--- config.mk ---
export PLATFORM = sky130hd
export DESIGN_NAME = pll_lock_controller
export DESIGN_NICKNAME = d
export VERILOG_FILES = /design/src/rtl/pll_lock_controller.sv
export SDC_FILE = /design/constraint.sdc
export NUM_CORES = 1
export LEC_CHECK = 0
export BUFFER_PORTS_ARGS = -buffer_cell sky130_fd_sc_hd__buf_4
export CAP_MARGIN = 40
export CORE_ASPECT_RATIO = 0.7
export CORE_MARGIN = 4
export CORE_UTILIZATION = 30
export DETAILED_ROUTE_END_ITERATION = 10
export SLEW_MARGIN = 20
export SYNTH_ARGS = -nofsm -noshare
export SYNTH_HDL_FRONTEND = slang
export SYNTH_SLANG_ARGS = --single-unit
--- constraint.sdc ---
create_clock -name clk -period 4.4 [get_ports clk]
set_input_delay 0.66 -clock clk [delete_from_list [all_inputs] [get_ports clk]]
set_output_delay 0.66 -clock clk [all_outputs]
set_load 0.05 [all_outputs]
--- src/rtl/pll_lock_controller.sv ---
// PLL loop-filter sequencer: measures phase-detector activity per window, switches
// the filter between acquisition and tracking gains, reports lock and retries on timeout.
`timescale 1ns/1ps

module pll_lock_controller #(
   parameter int                 WINDOW              = 64,
   parameter int                 ACT_LOCK_MAX        = 2,
   parameter int                 ACT_UNLOCK_MIN      = 8,
   parameter int                 LOCK_WINDOWS        = 4,
   parameter int                 UNLOCK_WINDOWS      = 2,
   parameter int                 ACQ_TIMEOUT_WINDOWS = 256,
   parameter int                 MAX_RETRIES         = 3,
   parameter logic signed [15:0] KP_ACQ              = 16'sd7,
   parameter logic signed [15:0] KI_ACQ              = 16'sd4,
   parameter logic signed [15:0] KP_TRK              = 16'sd2,
   parameter logic signed [15:0] KI_TRK              = 16'sd1
) (
   input  logic               clk,
   input  logic               rst_n,
   input  logic               enable,
   input  logic               up,
   input  logic               down,
   output logic signed [15:0] kp,
   output logic signed [15:0] ki,
   output logic               lpf_clear,
   output logic               locked,
   output logic               fail,
   output logic [2:0]         state,
   output logic [3:0]         retry_cnt
);

   localparam int WW = $clog2(WINDOW);
   localparam int AW = $clog2(WINDOW + 1);
   localparam int QW = $clog2(LOCK_WINDOWS + 1);
   localparam int NW = $clog2(UNLOCK_WINDOWS + 1);
   localparam int TW = $clog2(ACQ_TIMEOUT_WINDOWS + 1);

   localparam logic [WW-1:0] WIN_LAST   = WW'(WINDOW - 1);
   localparam logic [AW-1:0] QUIET_MAX  = AW'(ACT_LOCK_MAX);
   localparam logic [AW-1:0] NOISY_MIN  = AW'(ACT_UNLOCK_MIN);
   localparam logic [QW-1:0] LOCK_CNT   = QW'(LOCK_WINDOWS);
   localparam logic [NW-1:0] UNLOCK_CNT = NW'(UNLOCK_WINDOWS);
   localparam logic [TW-1:0] TIMEOUT    = TW'(ACQ_TIMEOUT_WINDOWS);
   localparam logic [3:0]    RETRY_MAX  = 4'(MAX_RETRIES);

   typedef enum logic [2:0] {
      S_IDLE    = 3'd0,
      S_CLEAR   = 3'd1,
      S_ACQUIRE = 3'd2,
      S_TRACK   = 3'd3,
      S_FAIL    = 3'd4
   } state_e;

   state_e        state_q,  state_d;
   logic [WW-1:0] win_q,    win_d;
   logic [AW-1:0] act_q,    act_d;
   logic [QW-1:0] quiet_q,  quiet_d;
   logic [NW-1:0] noisy_q,  noisy_d;
   logic [TW-1:0] acqwin_q, acqwin_d;
   logic [3:0]    retry_q,  retry_d;

   logic          active;
   logic          win_end;
   logic [AW-1:0] act_total;
   logic [QW-1:0] quiet_inc;
   logic [NW-1:0] noisy_inc;
   logic [TW-1:0] acqwin_inc;

   // Window evaluation includes the activity of the final window cycle itself.
   always_comb begin
      active     = up ^ down;
      win_end    = (win_q == WIN_LAST);
      act_total  = act_q + AW'(active);
      quiet_inc  = (act_total <= QUIET_MAX) ? quiet_q + 1'b1 : '0;
      noisy_inc  = (act_total >= NOISY_MIN) ? noisy_q + 1'b1 : '0;
      acqwin_inc = acqwin_q + 1'b1;
   end

   always_comb begin
      // NOTE: every variable gets a default before the case so no path leaves it
      // unassigned; a missing default here would infer a latch.
      state_d  = state_q;
      win_d    = '0;
      act_d    = '0;
      quiet_d  = quiet_q;
      noisy_d  = noisy_q;
      acqwin_d = acqwin_q;
      retry_d  = retry_q;

      if (!enable) begin
         state_d = S_IDLE;
      end else begin
         case (state_q)
            S_IDLE: begin
               state_d = S_CLEAR;
               retry_d = '0;
            end

            S_CLEAR: begin
               state_d  = S_ACQUIRE;
               quiet_d  = '0;
               noisy_d  = '0;
               acqwin_d = '0;
            end

            S_ACQUIRE: begin
               win_d = win_q + 1'b1;
               act_d = win_end ? '0 : act_total;
               if (win_end) begin
                  quiet_d  = quiet_inc;
                  acqwin_d = acqwin_inc;
                  // Lock is tested first so it wins over a coincident timeout.
                  if (quiet_inc == LOCK_CNT) begin
                     state_d = S_TRACK;
                     quiet_d = '0;
                     noisy_d = '0;
                  end else if (acqwin_inc == TIMEOUT) begin
                     if (retry_q == RETRY_MAX) begin
                        state_d = S_FAIL;
                     end else begin
                        state_d = S_CLEAR;
                        retry_d = retry_q + 1'b1;
                     end
                  end
               end
            end

            S_TRACK: begin
               win_d = win_q + 1'b1;
               act_d = win_end ? '0 : act_total;
               if (win_end) begin
                  noisy_d = noisy_inc;
                  if (noisy_inc == UNLOCK_CNT) begin
                     state_d  = S_ACQUIRE;
                     noisy_d  = '0;
                     quiet_d  = '0;
                     acqwin_d = '0;
                  end
               end
            end

            S_FAIL: state_d = S_FAIL;

            default: state_d = S_IDLE;
         endcase
      end

      // A new state always starts a fresh measurement window.
      if (state_d != state_q) begin
         win_d = '0;
         act_d = '0;
      end
   end

   // NOTE: sequential state uses non-blocking assignments only, so every register
   // samples its _d value from the same edge regardless of statement order.
   always_ff @(posedge clk or negedge rst_n) begin
      if (!rst_n) begin
         state_q  <= S_IDLE;
         win_q    <= '0;
         act_q    <= '0;
         quiet_q  <= '0;
         noisy_q  <= '0;
         acqwin_q <= '0;
         retry_q  <= '0;
      end else begin
         state_q  <= state_d;
         win_q    <= win_d;
         act_q    <= act_d;
         quiet_q  <= quiet_d;
         noisy_q  <= noisy_d;
         acqwin_q <= acqwin_d;
         retry_q  <= retry_d;
      end
   end

   // Moore decode straight from the state register, so reset reaches the outputs asynchronously.
   always_comb begin
      kp        = (state_q == S_TRACK) ? KP_TRK : KP_ACQ;
      ki        = (state_q == S_TRACK) ? KI_TRK : KI_ACQ;
      lpf_clear = (state_q == S_IDLE) || (state_q == S_CLEAR) || (state_q == S_FAIL);
      locked    = (state_q == S_TRACK);
      fail      = (state_q == S_FAIL);
      state     = state_q;
      retry_cnt = retry_q;
   end

endmodule
## Word-level counts from Yosys, hierarchy flattened

Cells that the tools add are included.

| word-level totals | value |
|---|---|
| bits of input ports | 5 |
| register bits | 34 |

| operators by class | value |
|---|---|
| magnitude comparators | 2 |
| add/sub/neg operators | 6 |
| equal/unequal tests | 17 |
| reduce and logical (&&, ||, !) cells | 9 |
| muxes and demuxes | 38 |
| bitwise operators | 1 |

Operator list:

| operator | count |
|---|---|
| $mux 3 | 14 |
| $mux 7 | 4 |
| $mux 9 | 3 |
| $pmux 9 s3 | 1 |
| $mux 6 | 3 |
| $mux 4 | 4 |
| $pmux 3 s5 | 1 |
| $mux 2 | 5 |
| $ne 2x2->1 const B | 5 |
| $reduce_and 5->1 | 2 |
| $add 9x1->9 const B | 1 |
| $eq 9x9->1 const B | 1 |
| $pmux 3 s3 | 1 |
| $pmux 4 s2 | 1 |
| $add 7x1->7 | 1 |
| $ge 7x4->1 const B | 1 |
| $le 7x2->1 const B | 1 |
| $add 6x1->6 const B | 1 |
| $eq 3x2->1 const B | 2 |
| $eq 3x3->1 const B | 2 |
| $eq 6x6->1 const B | 1 |
| $pmux 2 s3 | 1 |
| $reduce_and 6->1 | 1 |
| $add 4x1->4 const B | 1 |
| other kinds (13) | 15 |

## Logic depth before layout (Yosys ltp)

Gate-level depths: netlist of run 1.

| logic depth | value |
|---|---|
| word-level depth | 11 |
| depth in mapped cells | 10 |
| gate-level depth less buffers | 10 |

## Worst setup path before layout of run 1

No wires, ideal clock.

| path | value |
|---|---|
| path kind | register to output |
| start | register state_q[0] (netlist: state[0]) |
| end | output ki[0] |
| arrival | 2.351 ns |
| path slack | 1.389 ns |
| path buffers | 2 |
| cell stages (with the launch flop) | 6 |
| path through | dfrtp_1 clkbuf_1 nor2b_1 nand2_1 inv_1 buf_4 |

| between the ends | value |
|---|---|
| word-level cells in the longest chain between the ends | 2 |

RTL lines:

| element | RTL line | text |
|---|---|---|
| start: declaration | 54 | `state_e state_q, state_d;` |
| start signal: assignment | 167 | `state_q <= state_d;` |
| $eq 3x2->1 | -- |  |
| via locked | 26 | `output logic locked,` |
| $mux 3 | 180 | `ki = (state_q == S_TRACK) ? KI_TRK : KI_ACQ;` |
| end: declaration | 24 | `output logic signed [15:0] ki,` |

The timed path passes the listed nets, and every way through them passes these cells.

## Worst setup path in the final report of run 1

| path | value |
|---|---|
| start | input down |
| end | register acqwin_q[3] |

| between the ends | value |
|---|---|
| word-level cells in the longest chain between the ends | 7 |

RTL lines:

| element | RTL line | text |
|---|---|---|
| start: declaration | 22 | `input logic down,` |
| $xor 1x1->1 | 71 | `active = up ^ down;` |
| $add 7x1->7 | 73 | `act_total = act_q + AW'(active);` |
| $ge 7x4->1 | 75 | `noisy_inc = (act_total >= NOISY_MIN) ? noisy_q + 1'b1 : '0;` |
| $mux 2 | 75 |  |
| $eq 2x2->1 | 133 | `if (noisy_inc == UNLOCK_CNT) begin` |
| $ne 2x1->1 (no source line) | -- |  |
| $reduce_and 5->1 (no source line) | -- |  |
| end signal: assignment | 172 | `acqwin_q <= acqwin_d;` |
| end: declaration | 59 | `logic [TW-1:0] acqwin_q, acqwin_d;` |

Every way passes these cells.
A chain may end at the register's enable or synchronous reset.

==> metrics list, run 1 <==
- On the final layout, the worst hold slack is 316 ps.
- Number of antenna violations at the first check in global routing: 0
- STA classifies the critical path startpoint as an input pin.
- The startpoint identified for the worst register-to-register timing path is act_q[0]$_DFF_PN0_.
- Final worst path period share: 67.5%
- In this run the tool buffered the top-level ports with 18 buffer cells.
- WP data arrival: 3120 ps
* Number of buffers inserted to repair setup after CTS: 0
* Capture point of the worst reg-to-reg path: acqwin_q[4]$_DFFE_PN0P_
- Die Outline Area: 8830 um^2
* Number of buffers created by CTS: 5
- Post-detailed-routing wire length: 4880 um
* Clock Skew: 5.42 ps
* Most used flip-flop cell after synthesis: sky130_fd_sc_hd__dfrtp_1
* Worst-Margin Slew: 648 ps
- Along the worst path, the maximum fanout reaches 4.
* Antenna violation net count after detailed routing: 0
- Post-synthesis instance area: 2210 um^2
- Min Clock Period, post-route: 2970 ps
* Initial DRC count: 134
* Antenna fix cells: 0
* Number of global-route vias before repair: 1657
- Sw Pwr: 251 uW
* Effective utilization at floorplan: 31.9%
- Synth top area share: 38.5%
- Post-layout net count: 279
- Filler cell count in the final layout: 714
- Synthesized area divided by synthesized cell count: 8.85 um^2
- Top cell type by total area after synthesis: sky130_fd_sc_hd__dfrtp_1
- Setup crit end kind: register
- Setup repair after global routing left no endpoint under its margin.
- Clock slew at the register clock pins of the worst setup and hold paths: 70 ps
- Type of the worst min-delay path: in2async
* Critical path's most frequent cell: sky130_fd_sc_hd__nor3_1
- Cell type group with the largest total delay on the critical path: simple AND/OR/NAND/NOR gates
- Overflow after GRT: 0
* Vias: 1767
- For this design, the sink count on the clock tree is 34.
- The commonest cells after synthesis are sky130_fd_sc_hd__dfrtp_1, sky130_fd_sc_hd__buf_4, sky130_fd_sc_hd__nor2_1.
- The first global-routing pass estimated 8170 um of wire.
- Post-synthesis async set-or-reset flop share: 100%
* Post-synth EDFFs: 0
- For flop-to-flop paths, the worst setup slack is 1690 ps.
- Max transition margin: 56.5%
- Number of distinct library cells after synthesis: 49
- Static timing analysis puts the maximum clock frequency at 336 MHz.
- Internal power: 584 uW
- Routed length per placed instance: 13.5 um
- Sequential cells were found to cover 38.5% of the synthesized design area.
* Post-detailed-route via-to-cell ratio: 4.88
- The H-tree was split into 2 levels.
* Post-cts resize count: 0
- Cell row count: 25
* I/O Pins: 47
- Cell at the root of the clock tree: sky130_fd_sc_hd__clkbuf_8
- Floorplan core area: 6940 um^2
- The clock network accounts for 42.8% of the total power.
- Switching share of power: 30.0%
* P per Cell Area: 339 nW/um^2
- Cell with the most instances after synthesis: sky130_fd_sc_hd__dfrtp_1
- The tool flagged a number of max-cap violations equal to 0.
* Leakage power total: 1.14 nW
- For this run, design rule violations remaining after detail routing come to 0.
- Final hold violation count: 0
- Measured in cells, the most critical reg-to-reg path has a length of 9.
- Layout overhead on the synthesized area: 11.3%
- Final setup fails: 0
* Die Span Y: 79.8 um
* Status: complete, no violations
- Hold repair after CTS inserted 0 buffers.
- First-pass iteration count of the detailed router: 4
* Global placement routability congestion: 0.826
- Post-DP HPWL: 3650 um
* Number of storage elements in the synthesis netlist: 34
- VDD sags by at most 0.000132 V.
- Floorplan die width: 111 um
- Clock tree from TritonCTS: yes
- In this design, the stage delay of the slowest critical-path cell is 510 ps.
- For the worst-skew pair, the clock arrives at the later sink with an insertion delay of 280 ps.
- Cells taking the most area after synthesis: sky130_fd_sc_hd__dfrtp_1, sky130_fd_sc_hd__buf_4, sky130_fd_sc_hd__nor2_1
* Series of cell instances along the critical path: buf_4 > xor2_1 > ha_1 > ha_1 > nand2_1 > nor3_1 > nor3_1 > a2111oi_2 > nor2_1 > nor3_1 > a31oi_1
- Sequential cells account for 39.4% of the total power.
- Combinational logic is responsible for 17.8% of the overall power.
- Worst path setup slack after routing: 1430 ps
* Cell with the biggest individual delay on the critical path: sky130_fd_sc_hd__a2111oi_2
- Cells with a size suffix above 1 make up 12.7% of the layout.
* Syn Inst Count: 250
- Maximum number of pins on one net before global-route repair: 35
- Setup_tns: 0 ps
- Buf+Inv Stages, Crit Path: 1
- Final non-filler cell total: 362
* CTS max path bufs: 2
* Yosys Warn Count: 0
* CP required: 4540 ps
- At the placement stage, the worst setup path has a slack of 1130 ps.
- Category of the critical setup timing path: in2reg
* Global-route usage over all layers: 11.3%
* Cell total after placement: 354
* Final slew viol count: 0
==> cells in the final DEF (no fill, tap or decap), types with 8 or more instances in the layout <==
cell / instances
sky130_fd_sc_hd__dfrtp_1: 34
sky130_fd_sc_hd__conb_1: 28
sky130_fd_sc_hd__nor2_1: 27
sky130_fd_sc_hd__nand2_1: 22
sky130_fd_sc_hd__buf_4: 18
sky130_fd_sc_hd__nand3_1: 14
sky130_fd_sc_hd__o21ai_0: 14
sky130_fd_sc_hd__a21oi_1: 10
sky130_fd_sc_hd__xor2_1: 9
sky130_fd_sc_hd__nand4_1: 8
==> worst register-to-register path, stage by stage, from the launching register on <==
cell                        delay, ps
sky130_fd_sc_hd__dfrtp_1          390
sky130_fd_sc_hd__ha_1             200
sky130_fd_sc_hd__ha_1             240
sky130_fd_sc_hd__xor2_1           180
sky130_fd_sc_hd__a2bb2oi_1        150
sky130_fd_sc_hd__nor3_1           450
sky130_fd_sc_hd__a2111oi_2        180
sky130_fd_sc_hd__o21ai_1          560
sky130_fd_sc_hd__o21ai_0          190
sky130_fd_sc_hd__o21ai_0          100
==> per-stage QoR <==
step	utilization, %	power [mW]	area, um^2
2_1_floorplan	-	0.470	2310
3_3_place_gp	33.3	0.483	2310
3_5_place_dp	33.4	0.483	2320
4_1_cts	35.4	0.841	2460
5_1_grt	35.4	0.867	2460
6_report	35.4	0.835	2460
==> per-layer routing <==
layer  track usage [%]  part of all wire (%)  wire [um]
met1              16.0                    51       2490
met2              17.1                    42       2070
met3              3.41                   6.2        301
met4              2.34                  0.55         27
met5                 0                     0          0
==> worst max path at each step <==
stage / slack [ps] / start / depth (start not counted) / end
CTS: 1450 / down / 11 / acqwin_q[3]$_DFFE_PN0P_
floorplan: 1390 / state[0]$_DFF_PN0_ / 5 / ki[0]
detailed placement: 1130 / down / 11 / acqwin_q[5]$_DFFE_PN0P_
global placement: 1230 / down / 11 / acqwin_q[5]$_DFFE_PN0P_
global route: 1130 / down / 11 / acqwin_q[3]$_DFFE_PN0P_
finish: 1430 / down / 11 / acqwin_q[3]$_DFFE_PN0P_
==> kinds of logic (layout without fill, tap and decap cells) <==
logic type | after synthesis | after routing | synth area share (%)
adder cells (fa/ha/maj) | 7 | 7 | 3.96
buffers and inverters | 40 | 32 | 12.1
AND/OR/NAND/NOR | 104 | 104 | 24.5
XOR/XNOR | 13 | 13 | 5.15
AO/OA/AOI/OAI | 48 | 48 | 14.5
other | 2 | 28 | 0.339
flip-flops | 34 | 34 | 38.5
multiplexers | 2 | 2 | 0.905
==> power groups by stage <==
| stage | registers [mW] | clock network, mW | logic, mW |
|---|---|---|---|
| floorplan | 0.336 | 0 | 0.133 |
| global placement | 0.334 | 0 | 0.149 |
| detailed placement | 0.335 | 0 | 0.148 |
| CTS | 0.329 | 0.364 | 0.148 |
| global route | 0.330 | 0.377 | 0.160 |
| finish | 0.329 | 0.357 | 0.149 |
==> state kept, by name (all words and copies together) (netlist names) <==
signal,cells
acqwin_q,9
act_q,7
noisy_q,2
quiet_q,3
retry_cnt,4
state,3
win_q,6
==> cell type report <==
class	count	area [um^2]	area share, %
multi-input combinational	202	1190	48.4
sequential	34	851	34.6
timing repair buffer	19	140	5.69
tap	94	118	4.78
clock buffer	6	82.6	3.36
clock inverter	2	60.1	2.44
inverter	5	18.8	0.763
(Power assumes the default switching activity.)
==> run 2, diff against run 1 <==
--- a/config.mk
+++ b/config.mk
@@ -5,6 +5,7 @@
 export SDC_FILE = /design/constraint.sdc
 export NUM_CORES = 1
 export LEC_CHECK = 0
+export ABC_AREA = 1
 export BUFFER_PORTS_ARGS = -buffer_cell sky130_fd_sc_hd__buf_4
 export CAP_MARGIN = 40
 export CORE_ASPECT_RATIO = 0.7
==> constraint.sdc (replaced) <==
create_clock -name clk -period 2.65 [get_ports clk]
set_input_delay 0.3975 -clock clk [delete_from_list [all_inputs] [get_ports clk]]
set_output_delay 0.3975 -clock clk [all_outputs]
set_load 0.05 [all_outputs]
==> metrics list, run 2 <==
* Synthesized area divided by synthesized cell count: 7.53 um^2 (was 8.85 um^2)
- Top cell type by total area after synthesis: sky130_fd_sc_hd__dfrtp_1 (unchanged)
* Final worst path period share: 87.0%
- Floorplan core area: 7320 um^2 (was 6940 um^2)
- Setup_tns: 0 ps (unchanged)
- The count of mapped cells out of synthesis is 302 (was 250).
- The fraction of power spent switching nets is 31.3% (was 30.0%).
- The sort of element at the end of the critical path is a register (unchanged).
- Number of antenna violations at the first check in global routing: 0 (unchanged)
* P per Cell Area: 475 nW/um^2 (was 339 nW/um^2)
- The sequential area share after synthesis came to 37.4% (was 38.5%).
- Internal power: 822 uW (was 584 uW)
- The number of nets at the end of the flow is 334 (was 279).
- Final hold violation count: 0 (unchanged)
- Min Clock Period, post-route: 2300 ps
- The setup slack at placement is 59.4 ps (was 1130 ps).
- Most common cell after layout, fill and taps aside: sky130_fd_sc_hd__nand2_1 (was sky130_fd_sc_hd__dfrtp_1)
* Share of the synthesized area in compound gates (AO/OA/AOI/OAI): 10.1% (was 14.5%)
* Antenna violation net count after detailed routing: 0 (unchanged)
- The final count of negative-setup-slack endpoints was 0 (unchanged).
- Launching element type of the critical path: register (was input pin)
- Type of the worst min-delay path: in2async (unchanged)
* Clock Power Share: 37.6% (was 42.8%)
- Sequential cell fraction of total power: 44.4% (was 39.4%)
- Sequential cell area: 851 um^2 (unchanged)
- Core utilization of the finished layout: 34.4% (was 35.4%)
- The mapped cell area was 2270 um^2 (was 2210 um^2).
- CP required: 2820 ps (was 4540 ps)
- The largest family of logic cells by synthesized area was simple AND/OR/NAND/NOR gates (unchanged).
* Post-synthesis async set-or-reset flop share: 100% (unchanged)
- Category of the critical setup timing path: reg2reg (was in2reg)
- The full die area was 9060 um^2 (was 8830 um^2).
- The start point of the critical path was act_q[0]$_DFF_PN0_ (was down).
- The maximum fanout along the worst path is 4 (unchanged).
* Post-DP HPWL: 3520 um (was 3650 um)
* Cells taking the most area after synthesis: sky130_fd_sc_hd__dfrtp_1, sky130_fd_sc_hd__nand2_1, sky130_fd_sc_hd__buf_4 (was sky130_fd_sc_hd__dfrtp_1, sky130_fd_sc_hd__buf_4, sky130_fd_sc_hd__nor2_1)
- The highest ir drop seen on vdd is 0.000159 V (was 0.000132 V).
* Leakage power total: 1.25 nW (was 1.14 nW)
- The worst hold slack came to 54.2 ps (was 316 ps).
- The effective utilization at floorplan was 31.1% (was 31.9%).
* Wire length of the first global-routing pass: 8120 um (was 8170 um)
* Synthesized-area fraction occupied by adder cells: 3.85% (was 3.96%)
- Vias: 1809 (was 1767)
* Highest achievable clock rate: 434 MHz
* Post-detailed-routing wire length: 4610 um (was 4880 um)
- The switching power came to 375 uW (was 251 uW).
- The number of instances resized during post-cts repair came to 0 (unchanged).
- The global router's overall resource usage came to 11.0% (was 11.3%).
* Fraction of synthesized cell area in xor and xnor cells: 3.08% (was 5.15%)
- The routability congestion estimate from global placement is 0.834 (was 0.826).
- The fraction of the mapped netlist area in simple logic gates was 28.1% (was 24.5%).
- The detailed route wirelength on metal2 was 1960 um (was 2070 um).
- Max capacitance violation total: 0 (unchanged)
- The maximum buffer depth of the clock tree was 2 (unchanged).
- The number of hold-repair buffers added at the cts stage is 0 (unchanged).
* Die Span Y: 80.8 um (was 79.8 um)
- The clock slew at the register clock pins of the worst setup and hold paths came to 70 ps (about the same).
- Final slew viol count: 0 (unchanged)
- The number of flip-flops in the largest register came to 9 (unchanged).
* Placed Instance Area: 2410 um^2 (was 2320 um^2)
- The total congestion overflow after global routing was 0 (unchanged).
* Synth top area share: 37.4% (was 38.5%)
- Initial DRC count: 81 (was 134)
- Biggest regs: acqwin_q (9), act_q (7), win_q (6) (unchanged)
* RSZ-0062 raised after global routing: false (unchanged)
- The cell row count came to 26 (was 25).
- Most frequent cells after synthesis: sky130_fd_sc_hd__nand2_1, sky130_fd_sc_hd__inv_1, sky130_fd_sc_hd__dfrtp_1 (was sky130_fd_sc_hd__dfrtp_1, sky130_fd_sc_hd__buf_4, sky130_fd_sc_hd__nor2_1)
* Number of storage elements in the synthesis netlist: 34 (unchanged)
- The clock tree from TritonCTS was yes (unchanged).
- The total power consumption of the routed design was 1.20 mW (was 835 uW).
- Logic gate share of total power: 18.0% (was 17.8%)
- Post-detailed-route via-to-cell ratio: 4.30 (was 4.88)
- Routed length on met1: 2450 um (was 2490 um)
- Logic depth of the worst register-to-register path: 18 (was 9)
* Worst path setup slack after routing: 345 ps (was 1430 ps)
- Filler cell count in the final layout: 780 (was 714)
* Post-synth EDFFs: 0 (unchanged)
* Clock Skew: 5.37 ps (was 5.42 ps)
- The insertion delay of the later-clocked pin in the worst-skew pair is 280 ps (about the same).
* Most used flip-flop cell after synthesis: sky130_fd_sc_hd__dfrtp_1 (unchanged)
- The final antenna diode count came to 0 (unchanged).
- The count of buffers inserted at the top-level ports was 18 (unchanged).
- The maximum number of pins on one net before global-route repair came to 35 (unchanged).
- The area added between synthesis and finish was 10.8% (was 11.3%).
- R2R Path Start: act_q[0]$_DFF_PN0_ (unchanged)
- Cell area after layout: 2520 um^2 (was 2460 um^2)
- Multi-input combinational cell area: 1140 um^2 (was 1190 um^2)
* Yosys Warn Count: 0 (unchanged)
* First-pass iteration count of the detailed router: 4 (unchanged)
- The buffer type at the clock tree root was sky130_fd_sc_hd__clkbuf_8 (unchanged).
- Routed length per placed instance: 11.0 um (was 13.5 um)
- The number of setup buffers added after CTS came to 0 (unchanged).
* Cell total after placement: 413 (was 354)
* Num Clock Sinks: 34 (unchanged)
- Count of H-tree levels built during CTS: 2 (unchanged)
- Status: complete, no violations (unchanged).
- The via count of the first global-routing pass was 1720 (was 1657).
- Cell with the most instances after synthesis: sky130_fd_sc_hd__nand2_1 (was sky130_fd_sc_hd__dfrtp_1)
- Number of buffers created by CTS: 5 (unchanged)
- The highest routed metal layer was met4 (unchanged).
- The signal arrival time at the worst endpoint came to 2470 ps (was 3120 ps).
- The number of I/O pins was 47 (unchanged).
- The number of non-filler instances in the completed layout came to 421 (was 362).
- The remaining design rule violation count is 0 (unchanged).
* Routed length on met3: 189 um (was 301 um)
- The register name with the most flops is acqwin_q (unchanged).
* Fraction of final layout cells with drive strength greater than 1: 13.9% (was 12.7%)
* Floorplan die width: 112 um (was 111 um)
* Highest-count cells in the layout ignoring fill and taps: sky130_fd_sc_hd__nand2_1, sky130_fd_sc_hd__inv_1, sky130_fd_sc_hd__dfrtp_1 (was sky130_fd_sc_hd__dfrtp_1, sky130_fd_sc_hd__conb_1, sky130_fd_sc_hd__nor2_1)
- The share of synthesized area spent on multiplexers came to 0% (was 0.905%).
- The count of cell types in the netlist was 29 (was 49).
==> run 2: changes by cell type after synthesis, sizes merged, moves of 5 or more <==
cell / before / now
nand2: 22 / 66
inv: 5 / 39
nand3: 17 / 27
nor2: 27 / 36
and3: 6 / 0
o22ai: 0 / 6
nor3: 7 / 2
xor2: 9 / 4
==> run 2: worst paths after layout <==
path	endpoint	slack (ps)
min in group clk	state[0]$_DFF_PN0_	370
setup / recovery	win_q[3]$_DFF_PN0_	350
hold / removal	acqwin_q[6]$_DFFE_PN0P_	50
max in group asynchronous	state[0]$_DFF_PN0_	2270
setup reg to reg	win_q[3]$_DFF_PN0_	350
hold reg to reg	noisy_q[0]$_DFFE_PN0P_	490
==> run 2: layout make-up <==
cell class              count  share of cell area [%]
multi-input cells         222                    45.2
clock buffers               8                    4.37
well taps                  98                    4.87
repair buffers             20                    5.96
flip-flops and latches     34                    33.8
inverters                  39                    5.81
==> run 2: metal layers <==
layer	track usage (%)	vias up
met1	16.0	823
met5	0	-
met2	16.3	28
met3	2.98	2
li1	-	956
met4	2.52	0
==> run 2: kinds of logic after synthesis <==
family,count (synthesis)
xor+xnor,8
buf+inv,72
simple gates,142
other cells,2
fa+ha+maj,7
compound gates,37
flops,34
==> run 2: worst max-delay path, stage by stage, from the launching register on <==
cell                      delay [ps]
sky130_fd_sc_hd__dfrtp_1         390
sky130_fd_sc_hd__ha_1            200
sky130_fd_sc_hd__ha_1            220
sky130_fd_sc_hd__nand3_1         150
sky130_fd_sc_hd__nand2_1          60
sky130_fd_sc_hd__nand2_1          80
sky130_fd_sc_hd__nand3_1         120
sky130_fd_sc_hd__nor2_4          160
sky130_fd_sc_hd__nand2_2         100
sky130_fd_sc_hd__nor2_4          120
sky130_fd_sc_hd__nand2_2          90
sky130_fd_sc_hd__nand3_2          70
sky130_fd_sc_hd__nand2_1          50
sky130_fd_sc_hd__nand2_1          80
sky130_fd_sc_hd__nand2_1          70
sky130_fd_sc_hd__nand2_1          60
sky130_fd_sc_hd__nand2_1          50
sky130_fd_sc_hd__nand2_2          90
sky130_fd_sc_hd__nor2_1           50
==> run 2: power by group through the flow <==
stage	Sequential (mW)	Clock [mW]	Combinational (mW)
final	0.532	0.450	0.216
after floorplan	0.553	0	0.192
after CTS	0.532	0.466	0.217
after global placement	0.541	0	0.215
after detailed placement	0.542	0	0.217
after global routing	0.532	0.491	0.236
==> run 3, diff against run 2 <==
--- a/config.mk
+++ b/config.mk
@@ -5,7 +5,7 @@
 export SDC_FILE = /design/constraint.sdc
 export NUM_CORES = 1
 export LEC_CHECK = 0
-export ABC_AREA = 1
+export ABC_AREA = 0
 export BUFFER_PORTS_ARGS = -buffer_cell sky130_fd_sc_hd__buf_4
 export CAP_MARGIN = 40
 export CORE_ASPECT_RATIO = 0.7
==> metrics list, run 3 (synthesis results as in run 1) <==
* Status: complete, no violations (unchanged)
- The highest ir drop seen on vdd came to 0.000187 V (was 0.000159 V).
- The shortest clock period the worst path allows after layout was 2460 ps (was 2300 ps).
- Post-DP HPWL: 3890 um (was 3520 um)
- The number of buffers created by CTS is 5 (unchanged).
* Post-detailed-routing wire length: 5190 um (was 4610 um)
- The detailed router's first-iteration violation count is 109 (was 81).
* Die Outline Area: 8830 um^2 (was 9060 um^2)
- Post-detailed-route via-to-cell ratio: 4.90 (was 4.30)
* Floorplan core area: 6940 um^2 (was 7320 um^2)
* Clock Skew: 4.89 ps (was 5.37 ps)
* First-pass iteration count of the detailed router: 4 (unchanged)
* Post-layout net count: 289 (was 334)
- The final antenna diode count was 0 (unchanged).
- The clock tree from TritonCTS was yes (unchanged).
* Fraction of final layout cells with drive strength greater than 1: 15.8% (was 13.9%)
* Pre-CTS WS: -97.3 ps (was 59.4 ps)
- The static leakage power is 1.16 nW (was 1.25 nW).
- Worst setup startpoint: act_q[0]$_DFF_PN0_ (unchanged)
- For the pin with the worst max-slew slack, the measured transition is 510 ps.
- Max transition margin: 65.7%
- Sequential cell fraction of total power: 43.0% (was 44.4%)
* WP data arrival: 2640 ps (was 2470 ps)
- I/O Pins: 47 (unchanged)
* Critical path fanouts, max: 10 (was 4)
- RSZ-0062 raised after global routing: false (unchanged)
- Reg with most FFs: acqwin_q (unchanged)
* Cell at the root of the clock tree: sky130_fd_sc_hd__clkbuf_8 (unchanged)
- Highest-count cells in the layout ignoring fill and taps: sky130_fd_sc_hd__dfrtp_1, sky130_fd_sc_hd__buf_4, sky130_fd_sc_hd__conb_1 (was sky130_fd_sc_hd__nand2_1, sky130_fd_sc_hd__inv_1, sky130_fd_sc_hd__dfrtp_1)
* Floorplan die width: 111 um (was 112 um)
- The final number of hold-violating endpoints was 0 (unchanged).
* Global-route usage over all layers: 12.0% (was 11.0%)
- Final slew viol count: 0 (unchanged)
- The cell row count is 25 (was 26).
* CTS max path bufs: 2 (unchanged)
* Type of the worst min-delay path: in2async (unchanged)
- Effective utilization at floorplan: 31.9% (was 31.1%)
- Launching element type of the critical path: register (unchanged)
- Number of antenna violations at the first check in global routing: 0 (unchanged)
* Post-cts resize count: 0 (unchanged)
- The post-detailed-route wirelength per cell was 13.9 um (was 11.0 um).
- Clock slew at the register clock pins of the worst setup and hold paths: 70 ps (about the same)
* Logic gate share of total power: 20.2% (was 18.0%)
* Remaining design rule violation count: 0 (unchanged)
- The power density relative to cell area came to 507 nW/um^2 (was 475 nW/um^2).
- CP required: 2840 ps (was 2820 ps)
- The count of H-tree levels built during CTS is 2 (unchanged).
- The via count of the first global-routing pass came to 1747 (was 1720).
- Die Span Y: 79.8 um (was 80.8 um)
- Antenna violation net count after detailed routing: 0 (unchanged)
- The final critical-path share of the clock period was 92.6% (was 87.0%).
* Maximum number of pins on one net before global-route repair: 35 (unchanged)
- The number of filler instances in the final layout is 726 (was 780).
- The number of hold-repair buffers added at the cts stage came to 0 (unchanged).
- The sort of element at the end of the critical path is a register (unchanged).
* Category of the critical setup timing path: reg2reg (unchanged)
* Switching share of power: 32.7% (was 31.3%)
- The maximum clock frequency is 407 MHz (was 434 MHz).
* Vias: 1823 (was 1809)
* Number of flip-flops under the largest register name: 9 (unchanged)
- Most common cell after layout, fill and taps aside: sky130_fd_sc_hd__dfrtp_1 (was sky130_fd_sc_hd__nand2_1)
- The first-pass GRT wire length came to 8690 um (was 8120 um).
- R2R Path Start: act_q[0]$_DFF_PN0_ (unchanged)
- Number of buffers inserted to repair setup after CTS: 0 (unchanged)
* Global placement routability congestion: 0.836 (was 0.834)
- Post-layout power: 1.27 mW (was 1.20 mW)
* Internal power: 856 uW (was 822 uW)
- The total negative slack is 0 ps (unchanged).
* Layout overhead on the synthesized area: 13.4% (was 10.8%)
- The switching power was 417 uW (was 375 uW).
- Worst path setup slack after routing: 195 ps (was 345 ps)
* Clock network latency to the later pin of the worst-skew pair: 280 ps (about the same)
* Number of input and output port buffers inserted: 18 (unchanged)
* Final setup fails: 0 (unchanged)
- Biggest regs: acqwin_q (9), act_q (7), win_q (6) (unchanged)
- The count of maximum capacitance violations came to 0 (unchanged).
- Overflow after GRT: 0 (unchanged)
- The proportion of power drawn by the clock network came to 36.9% (was 37.6%).
- The number of sinks handled by clock tree synthesis was 34 (unchanged).
## run 3: cell types whose count changed in the layout (fill, tap and decap cells not counted), sizes merged, moves of 5 or more
cell | before | now
and3 | 0 | 6
buf | 20 | 29
inv | 39 | 4
nand2 | 66 | 22
nand3 | 27 | 17
nor2 | 36 | 27
nor3 | 2 | 7
o22ai | 6 | 0
xor2 | 4 | 9
## run 3: cell type report
cell class	instances	area [um^2]	share of cell area (%)
inverters	5	22.5	0.898
clock inverters	1	30.0	1.20
flip-flops and latches	34	851	33.9
repair buffers	29	218	8.68
multi-input cells	202	1190	47.6
clock buffers	7	76.3	3.04
well taps	94	118	4.69
## run 3: critical path, cell delays in order, from the launching register on
cell	delay, ps
sky130_fd_sc_hd__dfrtp_1	390
sky130_fd_sc_hd__ha_1	200
sky130_fd_sc_hd__ha_1	220
sky130_fd_sc_hd__xor2_1	170
sky130_fd_sc_hd__a2bb2oi_1	210
sky130_fd_sc_hd__nor3_1	120
sky130_fd_sc_hd__nand3_1	140
sky130_fd_sc_hd__buf_4	150
sky130_fd_sc_hd__nand3_4	110
sky130_fd_sc_hd__or3_1	390
sky130_fd_sc_hd__a211oi_1	260
## run 3: stage by stage
stage | cells | utilization (%) | hold slack (ps) | instance area (um^2)
5_1_grt | 372 | 36.1 | 92.4 | 2510
6_report | 372 | 36.1 | 57.8 | 2510
4_1_cts | 372 | 36.1 | 75.2 | 2510
3_5_place_dp | 364 | 34.6 | 385 | 2400
2_1_floorplan | 276 | - | 102 | 2320
3_3_place_gp | 364 | 34.6 | 386 | 2400
## run 3: routing by layer
metal,GRT usage [%],vias to the layer above,wire length [um]
met3,3.26,6,338
li1,-,892,-
met5,0,-,0
met4,2.95,0,44
met1,17.2,869,2630
met2,17.9,56,2180
## run 3: path summary, 6_finish.rpt
| check | cells after the start | to | slack (ps) |
|---|---|---|---|
| min | 1 | retry_cnt[3]$_DFFE_PN0P_ | 60 |
| max in group asynchronous | 1 | act_q[2]$_DFF_PN0_ | 2270 |
| min in group clk | 3 | state[1]$_DFF_PN0_ | 370 |
| min reg2reg | 1 | win_q[0]$_DFF_PN0_ | 500 |
| max reg2reg | 10 | retry_cnt[3]$_DFFE_PN0P_ | 190 |
| max | 10 | retry_cnt[3]$_DFFE_PN0P_ | 190 |
## run 3: power groups by stage
stage	Combinational (mW)	Clock, mW	Sequential (mW)
6_report	0.257	0.469	0.547
3_5_place_dp	0.256	0	0.556
2_1_floorplan	0.223	0	0.559
3_3_place_gp	0.255	0	0.556
5_1_grt	0.277	0.502	0.548
4_1_cts	0.256	0.481	0.546
